`config.mk`:
```
export PLATFORM = sky130hd
export DESIGN_NAME = zic_ack_ctrl_flat
export DESIGN_NICKNAME = d
export VERILOG_FILES = /design/src/rtl/zic_ack_if.sv /design/src/rtl/zic_ack_ctrl.sv /design/src/flat_wrapper.sv
export SDC_FILE = /design/constraint.sdc
export NUM_CORES = 1
export LEC_CHECK = 0
export ABC_AREA = 1
export ABC_CLOCK_PERIOD_IN_PS = 2910
export BUFFER_PORTS_ARGS = -buffer_cell sky130_fd_sc_hd__buf_2
export CAP_MARGIN = 20
export CORE_UTILIZATION = 45
export CTS_CLUSTER_DIAMETER = 150
export DETAILED_ROUTE_END_ITERATION = 8
export PLACE_DENSITY = 0.76
export RECOVER_POWER = 25
export SETUP_SLACK_MARGIN = 0.3
export SLEW_MARGIN = 10
export SYNTH_ARGS = -nofsm -noshare
export SYNTH_HDL_FRONTEND = slang
export SYNTH_SLANG_ARGS = --single-unit
```
`constraint.sdc`:
```
create_clock -name zic_clk -period 2.91 [get_ports zic_clk]
set_clock_uncertainty 0.1 [all_clocks]
set_input_delay 0 -clock zic_clk [delete_from_list [all_inputs] [get_ports zic_clk]]
set_output_delay 0 -clock zic_clk [all_outputs]
set_load 0.02 [all_outputs]
```
`src/rtl/zic_ack_if.sv`:
```
// zic_ack_if: generator/core handshake bundle for the ZIC acknowledge controller.
interface zic_ack_if;
    logic       irq_req_i;
    logic       irq_id_valid_i;
    logic [7:0] irq_id_i;
    logic [7:0] irq_lvl_i;
    logic       core_ack_i;
    logic       core_eoi_i;
    logic       core_irq_o;
    logic [7:0] core_irq_id_o;
    logic [7:0] active_lvl_o;
    logic [7:0] active_id_o;
    logic       claim_o;
    logic [7:0] claim_id_o;
    logic       eoi_valid_o;
    logic [3:0] nest_depth_o;
    logic       err_o;
    logic       timeout_o;
    modport slave (
        input  irq_req_i, irq_id_valid_i, irq_id_i, irq_lvl_i, core_ack_i, core_eoi_i,
        output core_irq_o, core_irq_id_o, active_lvl_o, active_id_o, claim_o, claim_id_o,
               eoi_valid_o, nest_depth_o, err_o, timeout_o
    );
    modport master (
        output irq_req_i, irq_id_valid_i, irq_id_i, irq_lvl_i, core_ack_i, core_eoi_i,
        input  core_irq_o, core_irq_id_o, active_lvl_o, active_id_o, claim_o, claim_id_o,
               eoi_valid_o, nest_depth_o, err_o, timeout_o
    );
endinterface

```
`src/rtl/zic_ack_ctrl.sv`:
```
// zic_ack_ctrl: core-side claim/EOI responder with active-level nesting stack.
// Optional acknowledge timeout enabled by defining ZIC_ACK_TIMEOUT_EN.
module zic_ack_ctrl #(
    parameter int NEST_DEPTH  = 4,
    parameter int TIMEOUT_CYC = 64
) (
    input  logic      zic_clk,
    input  logic      zic_rst,
    input  logic      wdt_reset_i,
    zic_ack_if.slave  bus
);
    localparam int AW = NEST_DEPTH > 1 ? $clog2(NEST_DEPTH) : 1;
    typedef enum logic [1:0] {IDLE, REQ, CLAIM} state_t;
    if (NEST_DEPTH < 1 || NEST_DEPTH > 8 || TIMEOUT_CYC < 2 || TIMEOUT_CYC > 256) begin : g_bad_param
        $error("zic_ack_ctrl: parameter out of range");
    end
    state_t     state_q, state_d;
    logic       irq_q, irq_d, claim_q, claim_d, eoi_q, eoi_d, err_q, err_d;
    logic [7:0] id_q, id_d, lvl_q, lvl_d, act_id_q, act_id_d, act_lvl_q, act_lvl_d;
    logic [7:0] claim_id_q, claim_id_d;
    logic [3:0] depth_q, depth_d;
    logic [7:0] stk_lvl_q [NEST_DEPTH];
    logic [7:0] stk_id_q  [NEST_DEPTH];
    logic       push, pop, stk_clr, tmo_hit;
    logic [AW-1:0] top_idx, new_idx;
    assign new_idx = AW'(depth_q);
    assign top_idx = AW'(depth_q - 4'd1);
`ifdef ZIC_ACK_TIMEOUT_EN
    logic [7:0] cnt_q;
    logic       tmo_q;
    assign tmo_hit = cnt_q == 8'(TIMEOUT_CYC - 1);
    always_ff @(posedge zic_clk or negedge zic_rst) begin
        if (!zic_rst) begin
            cnt_q <= '0;
            tmo_q <= 1'b0;
        end else begin
            cnt_q <= (wdt_reset_i || state_q != REQ) ? 8'd0 : cnt_q + 8'd1;
            tmo_q <= !wdt_reset_i && state_q == REQ && !bus.core_ack_i && bus.irq_req_i && tmo_hit;
        end
    end
    assign bus.timeout_o = tmo_q;
`else
    assign tmo_hit       = 1'b0;
    assign bus.timeout_o = 1'b0;
`endif
    always_comb begin
        state_d    = state_q;
        irq_d      = irq_q;
        id_d       = id_q;
        lvl_d      = lvl_q;
        act_id_d   = act_id_q;
        act_lvl_d  = act_lvl_q;
        claim_id_d = claim_id_q;
        claim_d    = 1'b0;
        eoi_d      = 1'b0;
        depth_d    = depth_q;
        push       = 1'b0;
        stk_clr    = wdt_reset_i;
        pop        = bus.core_eoi_i && depth_q != 4'd0;
        err_d      = err_q | (bus.core_eoi_i && depth_q == 4'd0);
        if (pop) begin
            act_lvl_d = stk_lvl_q[top_idx];
            act_id_d  = stk_id_q[top_idx];
            depth_d   = depth_q - 4'd1;
            eoi_d     = 1'b1;
        end
        case (state_q)
            IDLE: if (bus.irq_req_i && bus.irq_id_valid_i && depth_q < 4'(NEST_DEPTH)) begin
                state_d = REQ;
                irq_d   = 1'b1;
                id_d    = bus.irq_id_i;
                lvl_d   = bus.irq_lvl_i;
            end
            REQ: if (bus.core_ack_i) begin
                // Ack with a same-cycle EOI: pop then push leaves the stack untouched.
                push       = 1'b1;
                state_d    = CLAIM;
                irq_d      = 1'b0;
                claim_d    = 1'b1;
                claim_id_d = id_q;
                act_lvl_d  = lvl_q;
                act_id_d   = id_q;
                depth_d    = pop ? depth_q : depth_q + 4'd1;
            end else if (!bus.irq_req_i || tmo_hit) begin
                state_d = IDLE;
                irq_d   = 1'b0;
            end else if (bus.irq_id_i != id_q) begin
                id_d  = bus.irq_id_i;
                lvl_d = bus.irq_lvl_i;
            end
            default: state_d = IDLE;
        endcase
        if (wdt_reset_i) begin
            state_d    = IDLE;
            irq_d      = 1'b0;
            id_d       = '0;
            lvl_d      = '0;
            act_id_d   = '0;
            act_lvl_d  = '0;
            claim_id_d = '0;
            claim_d    = 1'b0;
            eoi_d      = 1'b0;
            err_d      = 1'b0;
            depth_d    = '0;
            push       = 1'b0;
        end
    end
    always_ff @(posedge zic_clk or negedge zic_rst) begin
        if (!zic_rst) begin
            state_q    <= IDLE;
            irq_q      <= 1'b0;
            id_q       <= '0;
            lvl_q      <= '0;
            act_id_q   <= '0;
            act_lvl_q  <= '0;
            claim_id_q <= '0;
            claim_q    <= 1'b0;
            eoi_q      <= 1'b0;
            err_q      <= 1'b0;
            depth_q    <= '0;
            for (int i = 0; i < NEST_DEPTH; i++) begin
                stk_lvl_q[i] <= '0;
                stk_id_q[i]  <= '0;
            end
        end else begin
            state_q    <= state_d;
            irq_q      <= irq_d;
            id_q       <= id_d;
            lvl_q      <= lvl_d;
            act_id_q   <= act_id_d;
            act_lvl_q  <= act_lvl_d;
            claim_id_q <= claim_id_d;
            claim_q    <= claim_d;
            eoi_q      <= eoi_d;
            err_q      <= err_d;
            depth_q    <= depth_d;
            if (stk_clr) begin
                for (int i = 0; i < NEST_DEPTH; i++) begin
                    stk_lvl_q[i] <= '0;
                    stk_id_q[i]  <= '0;
                end
            end else if (push && !pop) begin
                stk_lvl_q[new_idx] <= act_lvl_q;
                stk_id_q[new_idx]  <= act_id_q;
            end
        end
    end
    assign bus.core_irq_o    = irq_q;
    assign bus.core_irq_id_o = id_q;
    assign bus.active_lvl_o  = act_lvl_q;
    assign bus.active_id_o   = act_id_q;
    assign bus.claim_o       = claim_q;
    assign bus.claim_id_o    = claim_id_q;
    assign bus.eoi_valid_o   = eoi_q;
    assign bus.nest_depth_o  = depth_q;
    assign bus.err_o         = err_q;
endmodule

```
`src/flat_wrapper.sv`:
```
// flat-port wrapper written by rule: the top's interface ports become plain ports
module zic_ack_ctrl_flat 
#(
    parameter int NEST_DEPTH  = 4,
    parameter int TIMEOUT_CYC = 64
)
  (zic_clk, zic_rst, wdt_reset_i, bus_irq_req_i, bus_irq_id_valid_i, bus_irq_id_i, bus_irq_lvl_i, bus_core_ack_i, bus_core_eoi_i, bus_core_irq_o, bus_core_irq_id_o, bus_active_lvl_o, bus_active_id_o, bus_claim_o, bus_claim_id_o, bus_eoi_valid_o, bus_nest_depth_o, bus_err_o, bus_timeout_o);
  zic_ack_if bus_i ();
  input  logic zic_clk;
  input  logic zic_rst;
  input  logic wdt_reset_i;
  input wire logic [$bits(bus_i.irq_req_i)-1:0] bus_irq_req_i;
  input wire logic [$bits(bus_i.irq_id_valid_i)-1:0] bus_irq_id_valid_i;
  input wire logic [$bits(bus_i.irq_id_i)-1:0] bus_irq_id_i;
  input wire logic [$bits(bus_i.irq_lvl_i)-1:0] bus_irq_lvl_i;
  input wire logic [$bits(bus_i.core_ack_i)-1:0] bus_core_ack_i;
  input wire logic [$bits(bus_i.core_eoi_i)-1:0] bus_core_eoi_i;
  output wire logic [$bits(bus_i.core_irq_o)-1:0] bus_core_irq_o;
  output wire logic [$bits(bus_i.core_irq_id_o)-1:0] bus_core_irq_id_o;
  output wire logic [$bits(bus_i.active_lvl_o)-1:0] bus_active_lvl_o;
  output wire logic [$bits(bus_i.active_id_o)-1:0] bus_active_id_o;
  output wire logic [$bits(bus_i.claim_o)-1:0] bus_claim_o;
  output wire logic [$bits(bus_i.claim_id_o)-1:0] bus_claim_id_o;
  output wire logic [$bits(bus_i.eoi_valid_o)-1:0] bus_eoi_valid_o;
  output wire logic [$bits(bus_i.nest_depth_o)-1:0] bus_nest_depth_o;
  output wire logic [$bits(bus_i.err_o)-1:0] bus_err_o;
  output wire logic [$bits(bus_i.timeout_o)-1:0] bus_timeout_o;
  assign bus_i.irq_req_i = bus_irq_req_i;
  assign bus_i.irq_id_valid_i = bus_irq_id_valid_i;
  assign bus_i.irq_id_i = bus_irq_id_i;
  assign bus_i.irq_lvl_i = bus_irq_lvl_i;
  assign bus_i.core_ack_i = bus_core_ack_i;
  assign bus_i.core_eoi_i = bus_core_eoi_i;
  assign bus_core_irq_o = bus_i.core_irq_o;
  assign bus_core_irq_id_o = bus_i.core_irq_id_o;
  assign bus_active_lvl_o = bus_i.active_lvl_o;
  assign bus_active_id_o = bus_i.active_id_o;
  assign bus_claim_o = bus_i.claim_o;
  assign bus_claim_id_o = bus_i.claim_id_o;
  assign bus_eoi_valid_o = bus_i.eoi_valid_o;
  assign bus_nest_depth_o = bus_i.nest_depth_o;
  assign bus_err_o = bus_i.err_o;
  assign bus_timeout_o = bus_i.timeout_o;
  zic_ack_ctrl #(.NEST_DEPTH(NEST_DEPTH), .TIMEOUT_CYC(TIMEOUT_CYC)) u_core (.zic_clk(zic_clk), .zic_rst(zic_rst), .wdt_reset_i(wdt_reset_i), .bus(bus_i));
endmodule
```
==> impl_metrics.tcl <==
set metrics [dict create \
    outcome "finished, final reports clean" \
    worst_hold_path.num_cells 5 \
    vias_in_the_first_global_route 5099 \
    dr.pass1.iters 5 \
    timing.reg2reg.setup_slack_ns 0.54 \
    detailedPlacementHpwl_um 9690 \
    drt_wl_total_um 15800 \
    timing.rr.end "u_core.stk_lvl_q[28]" \
    syn_area_per_cell_um2 8.62 \
    cts_num_sinks 114 \
    path_max_fanout 16 \
    number_of_antenna_violations_at_the_first_check_in_global_routing 0 \
    static_leak_nw 3.12 \
    grt_remaining_overflow 0 \
    route.detailed.drc 0 \
    gr-usage-all-layers 0.257 \
    synth_top_area_frac 0.506 \
    die_y_um 114 \
    vias 5252 \
    yosysWarningCount 0 \
    post_synth_most_frequent_cells "114 x sky130_fd_sc_hd__dfrtp_1, 95 x sky130_fd_sc_hd__nand3_1, 82 x sky130_fd_sc_hd__o21ai_0" \
    route.detailed.wl_per_inst_um 17.2 \
    synth-async-reset-ratio 1.00 \
    grt_max_degree 66 \
    post_dp_cell_area_um2 6110 \
    postCtsResizedCells 0 \
    core_area_um2 12100 \
    port_buffers 62 \
    worst_skew_pair_latency_ns 0.42 \
    maxCapViolCount 0 \
    max_freq_mhz 423 \
    syn-instance-count 655 \
    root_buffer "sky130_fd_sc_hd__clkbuf_16" \
    grt_setup_unrepaired "no" \
    final.setup.tns_ns 0 \
    layout-drive-gt1-share 0.167 \
    worstMarginPinSlew_ns 1.33 \
    finish.instance_area_um2 7000 \
    floorplan.initialDensity 0.466 \
    timing.slew.headroom 0.116 \
    gp_congestion 0.844 \
    power_per_cell_area_nw_per_um2 983 \
    power.ir.vdd_worst_mv 0.386 \
    synthTopCellsByArea "sky130_fd_sc_hd__dfrtp_1 51%, sky130_fd_sc_hd__nand3_1 8.4%, sky130_fd_sc_hd__o21ai_0 7.3%" \
    number_of_synthesized_flops_with_an_enable_pin 0 \
    tritoncts_clock_tree "built" \
    cp_data_required_time_ns 3.14 \
    setup.worst_path.class "flop to flop" \
    flow.area_growth_from_synthesis_pct 24.0 \
    yosys.cell_count.top_type "sky130_fd_sc_hd__dfrtp_1" \
    total_power_mw 6.88 \
    grt_pass1_wl_um 25800 \
    synth_seq_cells 114 \
    final-hold-violation-count 0 \
    placementRows 40 \
    cts-buffers-inserted 17 \
    clock_tree.buffer_depth 2 \
    worst_hold_path_type "primary input to flop" \
    critical_path_arrival_ns 2.60 \
    drt-vias-per-instance 5.73 \
    period_minus_slack_ns 2.37 \
    num_antenna_cells 0 \
    synth.distinct_cells 36 \
    crit_path_top_delay_cell "sky130_fd_sc_hd__a21oi_2" \
    timing.critical_path.from_type "flop" \
    r2r_cells 10 \
    syn_nets 683 \
    critical_path.most_common_cell "sky130_fd_sc_hd__nand2_2" \
    setup_viol_count_final 0 \
    fin_worst_hold_slack_ns 0.0438 \
    total_number_of_nets_in_the_final_design 764 \
    critPathCaptureType "flop" \
    reg_clk_slew_reported_paths_ns 0.05 \
    synthDominantAreaCellType "sky130_fd_sc_hd__dfrtp_1" \
    floorplan.die_area_um2 13000 \
    worstReg2RegStart "u_core.bus.nest_depth_o[1]" \
    ant_nets 0 \
    hold_path.startpoint "bus_core_ack_i" \
    synthesis.area_um2 5640 \
    yosysSeqAreaShare 0.506 \
    min_period_over_period 0.813 \
    cpPeakStageDelay_ns 0.64 \
    die_w_um 114 \
    pin_count 64 \
    drtIter0Drc 525 \
    postSynth.topFlopCell "sky130_fd_sc_hd__dfrtp_1" \
    min_delay_worst_endpoint "u_core.bus.nest_depth_o[3]" \
    final_max_slew_viol_count 0 \
    timing.critical_path.cells "inv_1, ha_1, nand2_1, nand2_2, inv_2, nand2_2, nand2_4, a21oi_2, nand4_1, o21ai_0" \
    ctsHtreeMaxLevel 4 \
]
==> layer usage <==
layer	part of all wire	global-route usage
met1	0.42	0.338
met3	0.083	0.0707
met4	0.017	0.0883
met2	0.48	0.408
met5	0	0
==> logic make-up (layout without fill, tap and decap cells) <==
kind of cell,count (synthesis),in the layout,share of synthesized area
simple gates,246,246,0.209
fa+ha+maj,5,5,0.0111
flops,114,114,0.506
xor+xnor,6,6,0.00931
other cells,1,1,0.000665
buf+inv,121,214,0.0922
compound gates,162,163,0.173
==> report_power, final <==
| part | internal, mW | switching [mW] |
|---|---|---|
| logic | 0.710 | 1.55 |
| registers | 1.92 | 0.362 |
| clock network | 1.62 | 0.719 |
| total | 4.25 | 2.63 |
==> what timing repair did <==
| item | CTS | global route |
|---|---|---|
| hold endpoints to repair | 75 | 0 |
| hold buffers | 25 | 0 |
| endpoints found under the setup margin | 0 | 1 |
| buffers inserted | 0 | 0 |
==> stage by stage <==
step | std cells | worst slack [ns] | util
finish | 917 | 0.545 | 0.578
detailed placement | 859 | 0.604 | 0.504
floorplan | 655 | 0.540 | -
global route | 917 | 0.400 | 0.578
CTS | 916 | 0.558 | 0.579
global placement | 859 | 0.668 | 0.504
==> state kept, by name, summed over array words and instances (netlist names), 2 cells and up <==
register and cells:
u_core.bus.active_lvl_o 8, u_core.bus.claim_id_o 8, u_core.lvl_q 8, u_core.bus.core_irq_id_o 8
u_core.stk_id_q 32, u_core.state_q 2, u_core.bus.nest_depth_o 4, u_core.stk_lvl_q 32
u_core.bus.active_id_o 8
==> worst max path at each step <==
stage	from	to	slack (ns)	cells after the start
3_5_place_dp	u_core.bus.nest_depth_o[1]	u_core.stk_id_q[29]	0.60	10
3_3_place_gp	u_core.bus.nest_depth_o[1]	u_core.stk_lvl_q[26]	0.67	10
4_1_cts	u_core.bus.nest_depth_o[1]	u_core.stk_lvl_q[30]	0.56	10
2_1_floorplan	u_core.bus.nest_depth_o[0]	u_core.stk_id_q[5]	0.54	12
6_report	u_core.bus.nest_depth_o[1]	u_core.stk_lvl_q[28]	0.54	10
5_1_grt	u_core.bus.nest_depth_o[1]	u_core.stk_lvl_q[29]	0.40	9
==> cell usage in the layout, fill, tap and decap left out, drive strengths merged <==
master,n
o211ai,7
inv,78
dlygate4sd3,25
conb,1
clkinvlp,1
a32o,1
nand3,96
ha,5
o22ai,1
clkbuf,40
xnor2,5
nor3,2
o221ai,5
buf,60
bufinv,6
xor2,1
nand2,77
o21ai,86
dfrtp,114
nand4,26
nor2,45
clkinv,4
a31oi,7
a21oi,54
a211oi,2
==> cell type report <==
cell class	instances	area, µm²
flip-flops and latches	114	2850
well taps	168	210
clock buffers	21	450
repair buffers	104	703
fillers	1053	5110
multi-input cells	421	2280
inverters	78	295
clock inverters	11	208
==> worst max-delay path, delay by kind of cell (launching register included) <==
kind,cells,cell delay [ns]
DFF,1,0.46
AOI/OAI and AO/OA,2,0.76
buffers and inverters,2,0.22
adders and majority gates,1,0.21
and+or+nand+nor,5,0.53
Note: power is estimated with default switching activity, not from simulation.
